`src/rtl/sd_spi_engine_pkg.sv`:
```
// Shared constants for the SD-card SPI byte-burst engine: FSM encodings,
// the SD idle/fill byte, sector size and divider counter width.
package sd_spi_engine_pkg;

    localparam logic [1:0] ST_IDLE  = 2'd0;
    localparam logic [1:0] ST_SETUP = 2'd1;
    localparam logic [1:0] ST_SHIFT = 2'd2;
    localparam logic [1:0] ST_HOLD  = 2'd3;

    localparam logic [7:0] SD_IDLE_BYTE    = 8'hFF;
    localparam int         SD_SECTOR_BYTES = 512;

    localparam int DIV_W = 16;

endpackage

```
`src/rtl/sd_spi_engine_if.sv`:
```
// User-side handshake bundle of the SPI engine: burst request/config going in,
// received bytes and status pulses coming back.
interface sd_spi_engine_if
    import sd_spi_engine_pkg::*;
#(
    parameter int CS_W  = 1,
    parameter int LEN_W = 10
);
    logic             start;
    logic             abort;
    logic [CS_W-1:0]  cs_sel;
    logic             fast;
    logic             cs_off;
    logic             keep_cs;
    logic [LEN_W-1:0] burst_len;
    logic [7:0]       tx_byte;
    logic [7:0]       rx_byte;
    logic             byte_done;
    logic             busy;
    logic             done;

    modport master (
        output start, abort, cs_sel, fast, cs_off, keep_cs, burst_len, tx_byte,
        input  rx_byte, byte_done, busy, done
    );

    modport slave (
        input  start, abort, cs_sel, fast, cs_off, keep_cs, burst_len, tx_byte,
        output rx_byte, byte_done, busy, done
    );
endinterface

```
`src/rtl/sd_spi_engine_clk_div.sv`:
```
// Loadable half-period counter: emits a one-cycle tick every div_i cycles,
// restarting its count whenever clear_i is high.
module sd_spi_clk_div
    import sd_spi_engine_pkg::*;
(
    input  logic             clk,
    input  logic             rst,
    input  logic             clear_i,
    input  logic [DIV_W-1:0] div_i,
    output logic             tick_o
);

    logic [DIV_W-1:0] cnt_q, cnt_d;

    assign tick_o = (cnt_q == div_i - DIV_W'(1));

    always_comb begin
        cnt_d = cnt_q + DIV_W'(1);
        if (clear_i || tick_o) begin
            cnt_d = '0;
        end
    end

    always_ff @(posedge clk or posedge rst) begin
        if (rst) begin
            cnt_q <= '0;
        end else begin
            cnt_q <= cnt_d;
        end
    end

endmodule

```
`src/rtl/sd_spi_engine.sv`:
```
// Mode-0 SPI byte-burst engine for SD cards: N chip selects, slow/fast clock,
// continuous multi-byte bursts with per-byte handshake, CS parking and abort.
module sd_spi_engine
    import sd_spi_engine_pkg::*;
#(
    parameter int SLOW_DIV = 125,
    parameter int FAST_DIV = 2,
    parameter int NUM_CS   = 1,
    parameter int CS_W     = 1,
    parameter int LEN_W    = 10
) (
    input  logic              clk,
    input  logic              btn,
    sd_spi_engine_if.slave    bus,
    input  logic              miso_i,
    output logic              spi_clk_o,
    output logic              mosi_o,
    output logic [NUM_CS-1:0] cs_o
);

    localparam logic [DIV_W-1:0] SLOW_D = DIV_W'(SLOW_DIV);
    localparam logic [DIV_W-1:0] FAST_D = DIV_W'(FAST_DIV);

    logic [1:0]        state_q, state_d;
    logic              fast_q, fast_d;
    logic              keep_q, keep_d;
    logic [NUM_CS-1:0] cs_q, cs_d;
    logic [7:0]        tx_q, tx_d;
    logic [7:0]        rx_sh_q, rx_sh_d;
    logic [7:0]        rx_byte_q, rx_byte_d;
    logic [2:0]        bit_q, bit_d;
    logic [LEN_W-1:0]  len_q, len_d;
    logic              spi_clk_q, spi_clk_d;
    logic              byte_done_q, byte_done_d;
    logic              done_q, done_d;
    logic              div_clear;
    logic              tick;

    function automatic logic [NUM_CS-1:0] cs_decode(input logic [CS_W-1:0] sel);
        logic [NUM_CS-1:0] r;
        for (int i = 0; i < NUM_CS; i++) begin
            r[i] = (int'(sel) != i);
        end
        return r;
    endfunction

    sd_spi_clk_div u_div (
        .clk     (clk),
        .rst     (btn),
        .clear_i (div_clear),
        .div_i   (fast_q ? FAST_D : SLOW_D),
        .tick_o  (tick)
    );

    always_comb begin
        state_d     = state_q;
        fast_d      = fast_q;
        keep_d      = keep_q;
        cs_d        = cs_q;
        tx_d        = tx_q;
        rx_sh_d     = rx_sh_q;
        rx_byte_d   = rx_byte_q;
        bit_d       = bit_q;
        len_d       = len_q;
        spi_clk_d   = spi_clk_q;
        byte_done_d = 1'b0;
        done_d      = 1'b0;
        div_clear   = 1'b0;

        if (bus.abort) begin
            state_d   = ST_IDLE;
            cs_d      = '1;
            spi_clk_d = 1'b0;
            div_clear = 1'b1;
        end else begin
            case (state_q)
                ST_IDLE: begin
                    if (bus.start) begin
                        state_d   = ST_SETUP;
                        div_clear = 1'b1;
                        fast_d    = bus.fast;
                        keep_d    = bus.keep_cs;
                        cs_d      = bus.cs_off ? '1 : cs_decode(bus.cs_sel);
                        tx_d      = bus.tx_byte;
                        len_d     = (bus.burst_len == '0) ? LEN_W'(1) : bus.burst_len;
                        bit_d     = 3'd7;
                        spi_clk_d = 1'b0;
                    end
                end
                ST_SETUP: begin
                    if (tick) begin
                        state_d = ST_SHIFT;
                    end
                end
                ST_SHIFT: begin
                    // The next byte is taken at the edge closing the byte_done cycle.
                    if (byte_done_q) begin
                        tx_d = bus.tx_byte;
                    end
                    if (tick) begin
                        if (!spi_clk_q) begin
                            spi_clk_d = 1'b1;
                            rx_sh_d   = {rx_sh_q[6:0], miso_i};
                        end else begin
                            spi_clk_d = 1'b0;
                            if (bit_q == 3'd0) begin
                                rx_byte_d   = rx_sh_q;
                                byte_done_d = 1'b1;
                                len_d       = len_q - LEN_W'(1);
                                bit_d       = 3'd7;
                                if (len_q == LEN_W'(1)) begin
                                    state_d = ST_HOLD;
                                end
                            end else begin
                                bit_d = bit_q - 3'd1;
                                tx_d  = {tx_q[6:0], SD_IDLE_BYTE[0]};
                            end
                        end
                    end
                end
                default: begin
                    if (tick) begin
                        state_d = ST_IDLE;
                        done_d  = 1'b1;
                        if (!keep_q) begin
                            cs_d = '1;
                        end
                    end
                end
            endcase
        end
    end

    always_ff @(posedge clk or posedge btn) begin
        if (btn) begin
            state_q     <= ST_IDLE;
            fast_q      <= 1'b0;
            keep_q      <= 1'b0;
            cs_q        <= '1;
            tx_q        <= SD_IDLE_BYTE;
            rx_sh_q     <= 8'h00;
            rx_byte_q   <= 8'h00;
            bit_q       <= 3'd7;
            len_q       <= '0;
            spi_clk_q   <= 1'b0;
            byte_done_q <= 1'b0;
            done_q      <= 1'b0;
        end else begin
            state_q     <= state_d;
            fast_q      <= fast_d;
            keep_q      <= keep_d;
            cs_q        <= cs_d;
            tx_q        <= tx_d;
            rx_sh_q     <= rx_sh_d;
            rx_byte_q   <= rx_byte_d;
            bit_q       <= bit_d;
            len_q       <= len_d;
            spi_clk_q   <= spi_clk_d;
            byte_done_q <= byte_done_d;
            done_q      <= done_d;
        end
    end

    // During byte_done the low phase of the next byte has already begun, so its
    // MSB comes straight from the user's tx_byte until it is registered.
    always_comb begin
        mosi_o = SD_IDLE_BYTE[7];
        if (state_q == ST_SHIFT && byte_done_q) begin
            mosi_o = bus.tx_byte[7];
        end else if (state_q == ST_SETUP || state_q == ST_SHIFT) begin
            mosi_o = tx_q[7];
        end
    end

    assign spi_clk_o     = spi_clk_q;
    assign cs_o          = cs_q;
    assign bus.rx_byte   = rx_byte_q;
    assign bus.byte_done = byte_done_q;
    assign bus.done      = done_q;
    assign bus.busy      = (state_q != ST_IDLE);

endmodule
```
`src/flat_wrapper.sv`:
```
// flat-port wrapper written by rule: the top's interface ports become plain ports
module sd_spi_engine_flat import sd_spi_engine_pkg::*;
#(
    parameter int SLOW_DIV = 125,
    parameter int FAST_DIV = 2,
    parameter int NUM_CS   = 1,
    parameter int CS_W     = 1,
    parameter int LEN_W    = 10
)
  (clk, btn, miso_i, spi_clk_o, mosi_o, cs_o, bus_start, bus_abort, bus_cs_sel, bus_fast, bus_cs_off, bus_keep_cs, bus_burst_len, bus_tx_byte, bus_rx_byte, bus_byte_done, bus_busy, bus_done);
  sd_spi_engine_if #(.CS_W(CS_W), .LEN_W(LEN_W)) bus_i ();
  input  logic clk;
  input  logic btn;
  input  logic miso_i;
  output logic spi_clk_o;
  output logic mosi_o;
  output logic [NUM_CS-1:0] cs_o;
  input wire logic [$bits(bus_i.start)-1:0] bus_start;
  input wire logic [$bits(bus_i.abort)-1:0] bus_abort;
  input wire logic [$bits(bus_i.cs_sel)-1:0] bus_cs_sel;
  input wire logic [$bits(bus_i.fast)-1:0] bus_fast;
  input wire logic [$bits(bus_i.cs_off)-1:0] bus_cs_off;
  input wire logic [$bits(bus_i.keep_cs)-1:0] bus_keep_cs;
  input wire logic [$bits(bus_i.burst_len)-1:0] bus_burst_len;
  input wire logic [$bits(bus_i.tx_byte)-1:0] bus_tx_byte;
  output wire logic [$bits(bus_i.rx_byte)-1:0] bus_rx_byte;
  output wire logic [$bits(bus_i.byte_done)-1:0] bus_byte_done;
  output wire logic [$bits(bus_i.busy)-1:0] bus_busy;
  output wire logic [$bits(bus_i.done)-1:0] bus_done;
  assign bus_i.start = bus_start;
  assign bus_i.abort = bus_abort;
  assign bus_i.cs_sel = bus_cs_sel;
  assign bus_i.fast = bus_fast;
  assign bus_i.cs_off = bus_cs_off;
  assign bus_i.keep_cs = bus_keep_cs;
  assign bus_i.burst_len = bus_burst_len;
  assign bus_i.tx_byte = bus_tx_byte;
  assign bus_rx_byte = bus_i.rx_byte;
  assign bus_byte_done = bus_i.byte_done;
  assign bus_busy = bus_i.busy;
  assign bus_done = bus_i.done;
  sd_spi_engine #(.SLOW_DIV(SLOW_DIV), .FAST_DIV(FAST_DIV), .NUM_CS(NUM_CS), .CS_W(CS_W), .LEN_W(LEN_W)) u_core (.clk(clk), .btn(btn), .bus(bus_i), .miso_i(miso_i), .spi_clk_o(spi_clk_o), .mosi_o(mosi_o), .cs_o(cs_o));
endmodule
```
`config.mk`:
```
export PLATFORM = sky130hd
export DESIGN_NAME = sd_spi_engine_flat
export DESIGN_NICKNAME = d
export VERILOG_FILES = /design/src/rtl/sd_spi_engine_pkg.sv /design/src/rtl/sd_spi_engine_if.sv /design/src/rtl/sd_spi_engine_clk_div.sv /design/src/rtl/sd_spi_engine.sv /design/src/flat_wrapper.sv
export SDC_FILE = /design/constraint.sdc
export NUM_CORES = 1
export LEC_CHECK = 0
export CORE_MARGIN = 10
export CORE_UTILIZATION = 50
export DETAILED_ROUTE_END_ITERATION = 7
export DONT_BUFFER_PORTS = 1
export PLACE_DENSITY = 0.62
export SYNTH_ARGS = -nofsm -noshare
export SYNTH_HDL_FRONTEND = slang
export SYNTH_SLANG_ARGS = --single-unit
```
`constraint.sdc`:
```
create_clock -name clk -period 3.7 [get_ports clk]
set_input_delay 1.11 -clock clk [delete_from_list [all_inputs] [get_ports clk]]
set_output_delay 1.11 -clock clk [all_outputs]
set_load 0.005 [all_outputs]
```
==> metrics.md, run 1 <==
| Metric | Value |
|---|---|
| Outcome | finished clean |
| Hold EP | u_core.bit_q[1]$_DFFE_PP1P_ |
| Drt first pass iters | 4 |
| Remaining DRCs | 0 |
| HP Start | u_core.bit_q[1]$_DFFE_PP1P_ |
| Placed Cells | between 300 and 400 |
| DR vias | between 2000 and 2500 |
| Gr usage total | roughly 15% |
| Chip Width | ~100 microns |
| Fin. Hold Viols | 0 |
| Clk_lat worst skew | 0.35 ns |
| Post-Synthesis Cells | 330 |
| Grt ovf | 0 |
| Vias/cell | 6.010 |
| Syn Nets | between 300 and 400 |
| Relative slew slack | between 50% and 60% |
| # diodes | 0 |
| Tightest Pin Transition | 0.7376 ns |
| Htree depth | 3 |
| Area Growth Syn to Fin | 7.727% |
| Critical R2R Launch | u_core.state_q[0]$_DFFE_PP0P_ |
| Leakage | ~1.5 nW |
| Clock skew | about 0.011 ns |
| Die Span Y | between 100 and 150 microns |
| Fmax | 332.7 MHz |
| Final net count | around 370 |
| Worst reg-to-reg setup slack | around 1.1 ns |
| Comb pwr share | between 30 and 40% |
| Number of library cell types mapped by synthesis | slightly below 60 |
| Register area share after synthesis | a little under half |
| Final WL | 7277 microns |
| Initial Util | between 50% and 60% |
| Reg clk slew, reported paths | ~0.08 ns |
| Final setup vio count | 0 |
| DP Wirelength | about 5200 microns |
| Initial antenna violation count | 0 |
| Share of the synthesized area in the top cell type | between 30% and 40% |
| Worst EP required | between 2 and 3 ns |
| Layout Cells excl Fill | approximately 410 |
| Worst vdd ir | between 300 and 400 uV |
| Port Buffers | 0 |
| Gpl congestion | 0.8392 |
| Synthesized area per cell | 10.26 sq um |
| Worst r2r path cells | 8 |
| Clk buf depth | 2 |
| Ys async rst share | 100.0% |
| Largest net degree at the start of global routing | 38 |
| Row cnt | 29 |
| I/O Pins | between 40 and 50 |
| First-pass GRT wire length | approximately 12000 microns |
| Fin crit period | about 3.0 ns |
| ANT nets after route | 0 |
| Vias in the first global route | 2559 |
| Setup TNS | 0 ns |
| Num CTS Buffers | 9 |
| Post-CTS sizing | 0 |
| Flop pwr share | a little over two fifths |
| Min-Delay Path Class | flip-flop to flip-flop |
| Die footprint | 10460 sq um |
| Standard cell core area | 6459 sq um |
| Net load switching power | around 0.84 mW |
| # fillers | 580 |
| Root buf cell | clkbuf_8 |
| Critical Path AT | around 1.9 ns |
| Postcts setup bufs | 0 |
| CTS tree | built |
| Crit Path Class | flip-flop to output pin |
| Max Cap Viol | 0 |
| Post-synth EDFFs | 0 |
| Hold_ws | approximately 0.52 ns |
| Seq cells post-synth | a little over 60 |
| Clock sink total | approximately 60 |
| DP Worst Slack | a little over 0.9 ns |
| Worst setup margin | 0.6940 ns |
| Post-synth top flop | dfrtp_1 |
| Initial DRC Count | 70 |
| Clock Power Share | 27.0% |
| Routed WL per cell | about 18 microns |
| Share of layout cells above drive strength 1 | between 20% and 30% |
| RSZ-0062 raised after global routing | false |
| Worst setup path start | u_core.state_q[0]$_DFFE_PP0P_ |
| Kind of end point of the critical path | output pin |
| Max-slew violation count | 0 |
| CP Max Fanout | 28 |
| Worst hold path stage count | 1 |
| Post-CTS Hold Fix Bufs | 0 |
| Cell taking the most area after synthesis | dfrtp_1 |
| Startpoint Class | flip-flop |
| Fin crit share | approximately four fifths |
| Synth area leaders | dfrtp_1 (36%), dfstp_2 (9.3%), mux2_2 (8.3%) |
| R2R Path End | u_core.len_q[3]$_DFFE_PP0P_ |
| Post-synthesis cell area | 3384 sq um |
| Net Sw Frac | roughly 37% |
| Pwr/cell area | about 630 nW/um^2 |
| Synth warnings | 0 |
| P_int | between 1 and 1.5 mW |
power by group through the flow:
stage                     Combinational (mW)  Clock, mW  Sequential, mW
after floorplan                        0.580          0           0.929
after global placement                 0.690          0           0.963
after detailed placement               0.715          0           0.966
after CTS                              0.716      0.632           0.954
after global routing                   0.795      0.662           0.981
final                                  0.709      0.615           0.958
cells by family (layout without fill, tap and decap cells):
logic type	count (synthesis)	count (layout)	share of synthesized area [%]
AO/OA/AOI/OAI	52	52	11.57
XOR/XNOR	14	14	3.623
adder cells (fa/ha/maj)	9	9	3.327
buffers and inverters	34	40	4.362
flip-flops	61	61	45.55
multiplexers	34	34	10.98
AND/OR/NAND/NOR	126	126	20.59
final cells by class:
type / instances / area (sq um) / share of cell area, %
tap: 77 / 96.34 / 2.642
multi-input combinational: 235 / 1695 / 46.50
inverter: 19 / 71.32 / 1.956
sequential: 61 / 1541 / 42.28
clock inverter: 7 / 80.08 / 2.196
timing repair buffer: 5 / 37.54 / 1.030
clock buffer: 9 / 123.9 / 3.397
worst max path at each step:
| stage | end | slack [ns] | cells after the start |
|---|---|---|---|
| 3_5_place_dp | u_core.len_q[4]$_DFFE_PP0P_ | 0.91 | 5 |
| 3_3_place_gp | u_core.len_q[3]$_DFFE_PP0P_ | 0.94 | 6 |
| 6_report | mosi_o | 0.69 | 5 |
| 4_1_cts | mosi_o | 0.69 | 5 |
| 5_1_grt | mosi_o | 0.53 | 5 |
| 2_1_floorplan | u_core.bus.byte_done$_DFF_PP0_ | 1.10 | 1 |
cells in the final DEF, fill, tap and decap left out, types with 4 or more instances in the layout:
cell type and instances:
o221ai_1 7, nor2_1 27, dfrtp_1 49, ha_1 9, dfstp_2 12, xor2_1 7, nand4_1 6, nor3_1 6
clkbuf_8 9, nand3_1 12, a21oi_1 12, mux2i_1 9, xnor2_1 7, nor4_1 8, nand2_1 29, buf_4 5
nand2b_1 5, nand3b_1 4, o211ai_1 4, o21ai_0 5, nor3b_1 6, mux2_2 25, and3_1 5, inv_1 17
synth_stat cells, types with 2 or more instances:
| master | instances |
|---|---|
| xor2_1 | 7 |
| o211ai_1 | 4 |
| or4_4 | 2 |
| o31a_1 | 2 |
| nor2_1 | 27 |
| nor4_1 | 8 |
| nor3b_1 | 6 |
| o311ai_0 | 3 |
| a21oi_1 | 12 |
| dfrtp_1 | 49 |
| nand3b_1 | 4 |
| inv_1 | 18 |
| nand3_1 | 12 |
| or4_2 | 2 |
| o22a_1 | 3 |
| or3_2 | 2 |
| nand4_1 | 6 |
| nand2b_1 | 5 |
| nand2_1 | 29 |
| and3_1 | 5 |
| nor4b_1 | 2 |
| ha_1 | 9 |
| clkbuf_1 | 11 |
| mux2i_1 | 9 |
| nor3_1 | 6 |
| a31oi_1 | 2 |
| o21ai_0 | 5 |
| buf_6 | 2 |
| o221ai_1 | 7 |
| xnor2_1 | 7 |
| mux2_2 | 25 |
| dfstp_2 | 12 |
worst max-delay path: stages, from the launching register on:
cell and delay [ns]:
dfrtp_1 0.42, inv_1 0.10, ha_1 0.32, buf_4 0.35, nand2_1 0.11, a31oi_1 0.25
stage by stage:
step	cell area [sq um]	utilization, %	power, mW
2_1_floorplan	3385	-	1.509
3_3_place_gp	3442	53.29	1.653
3_5_place_dp	3442	53.29	1.681
4_1_cts	3646	56.45	2.302
5_1_grt	3646	56.45	2.438
6_report	3646	56.45	2.281
state kept, by name, indices dropped and copies added (netlist names):
name	cells
u_core.spi_clk_o	1
u_core.cs_o	1
u_core.bus.byte_done	1
u_core.state_q	2
u_core.len_q	10
u_core.rx_sh_q	8
u_core.bus.rx_byte	8
u_core.bit_q	3
u_core.bus.done	1
u_core.tx_q	8
u_core.fast_q	1
u_core.u_div.cnt_q	16
u_core.keep_q	1
metal layers:
| metal | GRT usage [%] | vias up | wire (microns) |
|---|---|---|---|
| met3 | 6.005 | 7 | 505 |
| met4 | 4.230 | 0 | 78 |
| met2 | 23.85 | 44 | 3436 |
| li1 | - | 1210 | - |
| met1 | 17.97 | 1221 | 3257 |
| met5 | 0 | - | 0 |
(Power assumes the default switching activity.)
==> inputs of run 2 (changes only) <==
- PLACE_DENSITY: 0.62 -> 0.65
- clock period: 3.7 -> 2.6 ns (I/O delays scaled with it)
==> metrics.md, run 2 (synthesis gave the netlist of run 1 again) <==
| Metric | Value |
|---|---|
| Kind of end point of the critical path | output pin |
| Worst EP required | between 1.5 and 2 ns |
| Max FFs per register | 16 |
| Grt ovf | 0 |
| Leakage | 1.566 nW |
| Final setup vio count | 0 |
| Remaining DRCs | 0 |
| CP bufs+invs | 2 |
| Die Span Y | slightly above 100 microns |
| Root buf cell | clkbuf_8 |
| Drt first pass iters | 5 |
| Area Growth Syn to Fin | 9.797% |
| Share of layout cells above drive strength 1 | between 20% and 30% |
| Min-Delay Path Class | primary input to async pin |
| ANT nets after route | 0 |
| Largest Register | u_core.u_div.cnt_q |
| Max-slew violation count | 0 |
| Tightest Pin Transition | around 0.65 ns |
| Final WL | roughly 7300 microns |
| CP Max Fanout | 27 |
| Fin util | 57.54% |
| DR vias | approximately 2500 |
| Hold_ws | about 0.38 ns |
| Worst path cell trace | inv_1, ha_2, buf_8, nand2_1, a31oi_1 |
| Vias/cell | a little over 6 |
| Initial Util | between 50% and 60% |
| Fin. Hold Viols | 0 |
| Initial DRC Count | around 90 |
| Htree depth | 3 |
| Layout Cells excl Fill | roughly 420 |
| Standard cell core area | approximately 6500 sq um |
| # diodes | 0 |
| I/O Pins | between 40 and 50 |
| Initial antenna violation count | 0 |
| First-pass GRT wire length | ~12000 microns |
| RSZ-0062 raised after global routing | false |
| Worst vdd ir | 478.7 uV |
| CTS tree | built |
| Num CTS Buffers | 9 |
| Commonest non-fill, non-tap cells in the layout | dfrtp_1 (49), nand2_1 (29), nor2_1 (27), mux2_2 (25), inv_1 (17) |
| Fmax | between 400 and 500 MHz |
| Clk_lat worst skew | roughly 0.34 ns |
| Crit Path Class | flip-flop to output pin |
| DP Wirelength | ~5200 microns |
| Pwr/cell area | 899.3 nW/um^2 |
| Die footprint | between 10000 and 15000 sq um |
| Port Buffers | 0 |
| Placed Cells | approximately 400 |
| Clock skew | 0.009228 ns |
| Most common cell after layout, fill and taps aside | dfrtp_1 |
| Gpl congestion | around 0.84 |
| Largest stage delay on the critical path | 0.42 ns |
| Row cnt | 29 |
| Reg clk slew, reported paths | about 0.070 ns |
| Fin crit share | between 90% and 100% |
| Max Cap Viol | 0 |
| Clock sink total | just over 60 |
| Final net count | between 300 and 400 |
| Relative slew slack | around 56% |
| Fin crit period | about 2.5 ns |
| Gr usage total | roughly 15% |
| Largest net degree at the start of global routing | 35 |
| Routed WL per cell | ~18 microns |
| Top Registers | u_core.u_div.cnt_q: 16 flops, u_core.len_q: 10 flops |
| Chip Width | just over 100 microns |
| CP max-delay cell | dfrtp_1 |
| Delay-heaviest family, CP | flip-flops |
| Startpoint Class | flip-flop |
| Clk buf depth | 2 |
| Setup TNS | 0 ns |
| Outcome | finished clean |
| Vias in the first global route | around 2500 |
| Critical Path AT | approximately 1.7 ns |
==> run 2: cell types whose count changed in the layout (fill, tap and decap cells not counted) <==
cell | before | now
buf_4 | 5 | 8
buf_8 | 0 | 1
inv_8 | 1 | 0
ha_2 | 0 | 1
buf_12 | 0 | 1
clkbuf_1 | 0 | 1
bufinv_16 | 1 | 2
inv_6 | 3 | 0
ha_1 | 9 | 8
clkbuf_8 | 9 | 10
==> run 2: area by class of cell <==
class / instances / area (sq um)
Clock buffer: 11 / 141.4
Clock inverter: 4 / 72.57
Fill cell: 570 / 2743
Inverter: 19 / 71.32
Multi-Input combinational cell: 235 / 1698
Sequential cell: 61 / 1541
Tap cell: 77 / 96.34
Timing Repair Buffer: 10 / 95.09
==> run 2: report_power, final <==
part / switching [mW] / internal, mW / total, mW / leakage (nW)
Sequential: 0.191 / 1.18 / 1.37 / 0.783
Combinational: 0.583 / 0.451 / 1.03 / 0.678
Clock: 0.375 / 0.559 / 0.934 / 0.105
Total: 1.15 / 2.19 / 3.34 / 1.57
==> run 2: worst reg2reg max path, cell delays in order (launching register included) <==
cell	delay, ns
dfrtp_1	0.45
or4_4	0.59
or3_4	0.37
or4_4	0.52
o32ai_2	0.20
o221a_1	0.24
==> run 2: path summary, 6_finish.rpt <==
check,startpoint,endpoint,slack (ns),cells after the start
max,u_core.state_q[0]$_DFFE_PP0P_,mosi_o,0.11,5
min,btn,u_core.rx_sh_q[2]$_DFFE_PP0P_,0.38,1
max reg2reg,u_core.len_q[2]$_DFFE_PP0P_,u_core.state_q[0]$_DFFE_PP0P_,0.17,5
min reg2reg,u_core.rx_sh_q[7]$_DFFE_PP0P_,u_core.rx_sh_q[7]$_DFFE_PP0P_,0.51,1
max in group asynchronous,btn,u_core.bit_q[0]$_DFFE_PP1P_,1.56,2
min in group clk,u_core.rx_sh_q[7]$_DFFE_PP0P_,u_core.rx_sh_q[7]$_DFFE_PP0P_,0.51,1
==> run 2: stage by stage <==
step / cell area (sq um) / worst slack, ns / power, mW
finish: 3716 / 0.1108 / 3.342
global route: 3716 / 0.009868 / 3.563
CTS: 3710 / 0.0009711 / 3.355
detailed placement: 3492 / 0.1992 / 2.408
global placement: 3492 / 0.2201 / 2.374
floorplan: 3385 / 0.3268 / 2.147
==> run 2: repair_timing <==
action | in CTS | in global routing
resized for setup | 1 | 2
buffers inserted | 0 | 0
pin swaps | 0 | 0
setup endpoints to repair | 1 | 1
hold buffers | 0 | 0
==> run 2: layer usage <==
layer  vias up  global-route usage (%)  routed length [microns]
met5         -                       0                        0
met4         0                   6.291                      110
met3        13                   4.184                      456
met2        49                   23.56                     3448
met1      1246                   17.99                     3328
li1       1213                       -                        -
